`config.mk`:
```
export PLATFORM = sky130hd
export DESIGN_NAME = apple_shadow_writer
export DESIGN_NICKNAME = d
export VERILOG_FILES = /design/src/rtl/apple_shadow_writer.sv
export SDC_FILE = /design/constraint.sdc
export NUM_CORES = 1
export LEC_CHECK = 0
export ABC_AREA = 1
export CORE_ASPECT_RATIO = 0.7
export CORE_UTILIZATION = 43
export DETAILED_ROUTE_END_ITERATION = 8
export GPL_TIMING_DRIVEN = 0
export MAX_ROUTING_LAYER = met4
export PLACE_DENSITY_LB_ADDON = 0.2
export SLEW_MARGIN = 20
export SYNTH_ARGS = -nofsm -noshare
export SYNTH_HDL_FRONTEND = slang
export SYNTH_SLANG_ARGS = --single-unit
```
`constraint.sdc`:
```
create_clock -name clk_logic -period 6.6 [get_ports clk_logic]
set_clock_uncertainty 0.2 [all_clocks]
set_input_delay 0.66 -clock clk_logic [delete_from_list [all_inputs] [get_ports clk_logic]]
set_output_delay 0.66 -clock clk_logic [all_outputs]
set_load 0.01 [all_outputs]
```
`src/rtl/apple_shadow_writer.sv`:
```
// Buffered Apple II video-write shadow writer: maps bus writes into a FIFO and drains byte-enabled 32-bit beats.
// Optional SHADOW_COALESCE_EN merges same-word FIFO heads into a stalled output beat.
module apple_shadow_writer #(
  parameter int MEM_ADDR_WIDTH = 15,
  parameter int FIFO_DEPTH     = 8,
  parameter bit HIRES_32K      = 1'b1
) (
  input  logic                          clk_logic,
  input  logic                          system_reset_n,
  input  logic                          wr_strobe_i,
  input  logic [15:0]                   addr_i,
  input  logic [7:0]                    data_i,
  input  logic                          aux_i,
  output logic                          mem_we_o,
  output logic [MEM_ADDR_WIDTH-1:0]     mem_addr_o,
  output logic [31:0]                   mem_wdata_o,
  output logic [3:0]                    mem_be_o,
  input  logic                          mem_ready_i,
  output logic [$clog2(FIFO_DEPTH):0]   fifo_level_o,
  output logic                          overflow_o,
  input  logic                          overflow_clr_i
);

  localparam int AW = $clog2(FIFO_DEPTH);
  localparam int PW = AW + 1;
  localparam int EW = 17 + 8;

  logic                      r_we;
  logic [MEM_ADDR_WIDTH-1:0] r_addr;
  logic [31:0]               r_wdata;
  logic [3:0]                r_be;
  logic                      r_overflow;
  logic [PW-1:0]             r_wr_ptr;
  logic [PW-1:0]             r_rd_ptr;
  logic [EW-1:0]             r_fifo [FIFO_DEPTH];

  logic          w_in_text;
  logic          w_in_hires;
  logic          w_push;
  logic [16:0]   w_byte_addr;
  logic [EW-1:0] w_entry;
  logic [EW-1:0] w_head;
  logic [14:0]   w_head_addr;
  logic [1:0]    w_head_lane;
  logic [7:0]    w_head_data;
  logic [3:0]    w_lane_onehot;
  logic [PW-1:0] w_level;
  logic          w_empty;
  logic          w_full;
  logic          w_out_free;
  logic          w_load;
  logic          w_merge;
  logic          w_pop;
  logic          w_push_ok;
  logic          w_drop;

  assign w_in_text  = (addr_i >= 16'h0400) && (addr_i <= 16'h0BFF);
  assign w_in_hires = (addr_i >= 16'h2000) &&
                      (HIRES_32K ? (addr_i <= 16'h9FFF) : (addr_i <= 16'h5FFF));

  // Text pages sit at byte 0 (aux +$800); hires starts at $8000 (aux +$8000).
  always_comb begin
    w_byte_addr = '0;
    if (w_in_text) begin
      w_byte_addr = {1'b0, addr_i} - 17'h00400 + (aux_i ? 17'h00800 : 17'h00000);
    end else if (w_in_hires) begin
      w_byte_addr = {1'b0, addr_i} - 17'h02000 + 17'h08000 + (aux_i ? 17'h08000 : 17'h00000);
    end
  end

  assign w_push  = wr_strobe_i && (w_in_text || w_in_hires);
  assign w_entry = {w_byte_addr, data_i};

  assign w_head        = r_fifo[r_rd_ptr[AW-1:0]];
  assign w_head_addr   = w_head[24:10];
  assign w_head_lane   = w_head[9:8];
  assign w_head_data   = w_head[7:0];
  assign w_lane_onehot = 4'b0001 << w_head_lane;

  assign w_level = r_wr_ptr - r_rd_ptr;
  assign w_empty = (r_wr_ptr == r_rd_ptr);
  assign w_full  = (r_wr_ptr[AW-1:0] == r_rd_ptr[AW-1:0]) && (r_wr_ptr[AW] != r_rd_ptr[AW]);

  assign w_out_free = !r_we || mem_ready_i;
  assign w_load     = w_out_free && !w_empty;

`ifdef SHADOW_COALESCE_EN
  assign w_merge = r_we && !mem_ready_i && !w_empty &&
                   (MEM_ADDR_WIDTH'(w_head_addr) == r_addr);
`else
  assign w_merge = 1'b0;
`endif

  // A pop in the same cycle frees a slot, so a push at full still lands.
  assign w_pop     = w_load || w_merge;
  assign w_push_ok = w_push && (!w_full || w_pop);
  assign w_drop    = w_push && w_full && !w_pop;

  always_ff @(posedge clk_logic) begin
    if (w_push_ok) begin
      r_fifo[r_wr_ptr[AW-1:0]] <= w_entry;
    end
  end

  always_ff @(posedge clk_logic or negedge system_reset_n) begin
    if (!system_reset_n) begin
      r_wr_ptr   <= '0;
      r_rd_ptr   <= '0;
      r_overflow <= 1'b0;
    end else begin
      if (w_push_ok) begin
        r_wr_ptr <= r_wr_ptr + PW'(1);
      end
      if (w_pop) begin
        r_rd_ptr <= r_rd_ptr + PW'(1);
      end
      if (w_drop) begin
        r_overflow <= 1'b1;
      end else if (overflow_clr_i) begin
        r_overflow <= 1'b0;
      end
    end
  end

  always_ff @(posedge clk_logic or negedge system_reset_n) begin
    if (!system_reset_n) begin
      r_we    <= 1'b0;
      r_addr  <= '0;
      r_wdata <= '0;
      r_be    <= '0;
    end else if (w_load) begin
      r_we    <= 1'b1;
      r_addr  <= MEM_ADDR_WIDTH'(w_head_addr);
      r_wdata <= {4{w_head_data}};
      r_be    <= w_lane_onehot;
    end else if (w_merge) begin
      r_wdata[{w_head_lane, 3'b000} +: 8] <= w_head_data;
      r_be                                <= r_be | w_lane_onehot;
    end else if (r_we && mem_ready_i) begin
      r_we <= 1'b0;
    end
  end

  assign mem_we_o     = r_we;
  assign mem_addr_o   = r_addr;
  assign mem_wdata_o  = r_wdata;
  assign mem_be_o     = r_be;
  assign fifo_level_o = w_level;
  assign overflow_o   = r_overflow;

endmodule

```
==> key figures <==
Outcome
  – Status: completed

Placed design
  – Final GP Congestion: 0.833
  – I/O Buffers: 86
  – DP Wirelength: around 18000 um

Pwr
  – LEAKAGE: 4.59 nW
  – PwrDens: between 400 and 500 nW/um^2
  – Total power: about 5.6 mW
  – Peak supply drop: about 0.00022 V

GRT
  – Total global-route track usage: 0.229
  – Largest net degree at the start of global routing: 22
  – GRT overflow: 0
  – Vias in the first global route: between 6000 and 7000
  – First-pass GRT wire length: roughly 40000 um
  – Initial antenna violation count: 0

Final layout
  – Ant diodes: 0
  – Final Net Count: slightly above 1000
  – Fillers: 1932
  – Synth-to-layout area growth: 22.1%
  – Finished Core Util: 0.542
  – Most common library cell in the layout ignoring fill and taps: edfxtp_1
  – Most frequent cells in the layout: edfxtp_1, nor2_1, o21ai_0
  – Layout cells sized above 1: 0.118

Clock network
  – Worst-path clk slew: ~60 ps
  – Root buffer cell: clkbuf_16
  – CTS tree: yes
  – Post-CTS setup buffer count: 0
  – CTS Buf Count: 23
  – H-tree depth: 1
  – CTS Buffer Depth: 3
  – Clk sinks: 237
  – Clock latency on the worst-skew pair: approximately 510 ps
  – Hold-fix buffers, CTS: 1
  – Post-CTS Resized: 0

Routing
  – Drt total wl: 26100 um
  – Wirelength per Cell: roughly 20 um
  – First drt pass iteration count: 6
  – ANT nets after route: 0
  – DR vias/cell: approximately 5.4
  – DRC violations left: 0
  – Vias: 7000
  – Initial DRC Count: 741

Synth
  – Ys Warns: 0
  – Syn_nets: 900
  – Netlist cell types: 34
  – Seq/Total Area, Yosys: 0.680
  – Synth Area per Inst: 12.0 um^2
  – Synth top area share: 0.589
  – Synth area leader: edfxtp_1
  – Largest cells by area after synthesis: edfxtp_1, dfrtp_1, o21ai_0
  – Synth Cell Area: slightly above 10000 um^2
  – Syn Inst Count: 848
  – Yosys reg bits: about 240

Timing
  – Worst Tran Pin Value: between 1000 and 1500 ps
  – FMAX: 0.247 GHz
  – Fin. Hold Viols: 0
  – Final Cycle Share: 0.613
  – Final setup fails: 0
  – Max-slew violation count: 0
  – Fin crit period: just over 4000 ps
  – RSZ-0062 raised after global routing: no
  – Final setup TNS: 0 ps
  – Slew margin rel.: 0.325

Hold path
  – Hold wc startpoint: overflow_o
  – Hold Path Class: reg -> reg

Floorplanning
  – Placeable Area: between 20000 and 25000 um^2
  – Die width: 186 um
  – Die area: about 24000 um^2
  – Starting Density: 0.444
  – # IOs: 87
  – Row count: 46
  – Die span in y: about 130 um

Worst setup path
  – Worst setup SP type: flop
  – CP delay by family, top: buffers and inverters
  – Crit-path cells: inv_1 -> buf_2 -> buf_2 -> ha_1 -> nand2_1 -> o21ai_0 -> xor2_1 -> clkdlybuf4s50_1
  – R2r startpoint: r_rd_ptr[1]
  – Worst Path Arrival: between 3000 and 4000 ps
  – Buf/Inv on CP: 4
  – Crit-path slowest cell: dfrtp_1
  – Critical Path End Type: output pin
  – Crit Path Max Fanout: 10
  – Worst path max stage delay: around 650 ps
  – CP Class: reg -> out
  – Crit path top cell by count: buf_2
  – CP Launch Point: r_rd_ptr[1]
  – Critical Path RT: roughly 5700 ps

Flow run
  – Maximum Capacitance Violations: 0
-- kinds of logic (layout without fill, tap and decap cells) --
family,after synthesis,count (layout),share of synthesized area
adder cells (fa/ha/maj),22,22,0.0285
flip-flops,237,237,0.680
AO/OA/AOI/OAI,181,181,0.107
buffers and inverters,110,247,0.0566
XOR/XNOR,11,11,0.0102
AND/OR/NAND/NOR,287,287,0.118
-- report_power, final --
group	leakage (nW)	internal, mW	switching, mW
clock network	0.344	0.720	0.547
registers	2.27	1.88	0.129
logic	1.97	0.946	1.36
-- Yosys cell counts, drive strengths merged --
library cell / instances
inv: 42
fa: 2
o22ai: 10
clkbuf: 17
a21o: 1
nand3: 29
buf: 51
nor3: 2
dfrtp: 37
o221ai: 39
o21ai: 123
xor2: 7
o211ai: 1
a31oi: 1
xnor2: 4
nand2: 105
ha: 20
nand4: 6
edfxtp: 200
nor2: 144
nand3b: 1
a21oi: 6
-- state kept, by name (all words and copies together), names as in the netlist --
signal	count
mem_addr_o	15
mem_be_o	4
overflow_o	1
mem_we_o	1
r_rd_ptr	4
r_fifo	200
r_wr_ptr	4
mem_wdata_o	8
-- path summary, 6_finish.rpt --
kind	to	cells past startpoint	slack [ps]
min in group asynchronous	mem_be_o[0]	2	450
max reg2reg	r_fifo[7][4]	11	3110
min	overflow_o	2	290
max	fifo_level_o[3]	8	2550
min reg2reg	overflow_o	2	290
max in group asynchronous	mem_addr_o[6]	3	5240
-- per-layer routing --
metal / vias to the layer above / part of all wire / track usage
li1: 3250 / - / -
met1: 3399 / 0.47 / 0.346
met2: 308 / 0.43 / 0.333
met3: 43 / 0.079 / 0.0297
met4: 0 / 0.017 / 0.0448
met5: - / 0 / -
-- final cells by class --
type,instances,area [um^2],share of cell area
clock inverters,13,119,0.00955
repair buffers,96,1110,0.0889
clock buffers,28,594,0.0478
inverters,42,160,0.0129
multi-input cells,501,2720,0.219
plain buffers,68,417,0.0335
flip-flops and latches,237,6930,0.557
well taps,312,390,0.0314
-- worst reg2reg max path, delay by kind of cell (launching register included) --
family                     cells  cell delay, ps
and+or+nand+nor                5             880
DFF                            1             560
adders and majority gates      1             280
buffers and inverters          5            1270
-- per-stage QoR --
stage / instances / hold slack (ps) / cell area [um^2] / setup slack [ps]
floorplan: 848 / 164 / 10200 / 3570
global placement: 1246 / 263 / 11400 / 2050
detailed placement: 1255 / 266 / 11700 / 2750
CTS: 1297 / 289 / 12400 / 2530
global route: 1297 / 312 / 12400 / 2430
finish: 1297 / 286 / 12400 / 2550
No activity file was read; power rests on OpenSTA's default activity.
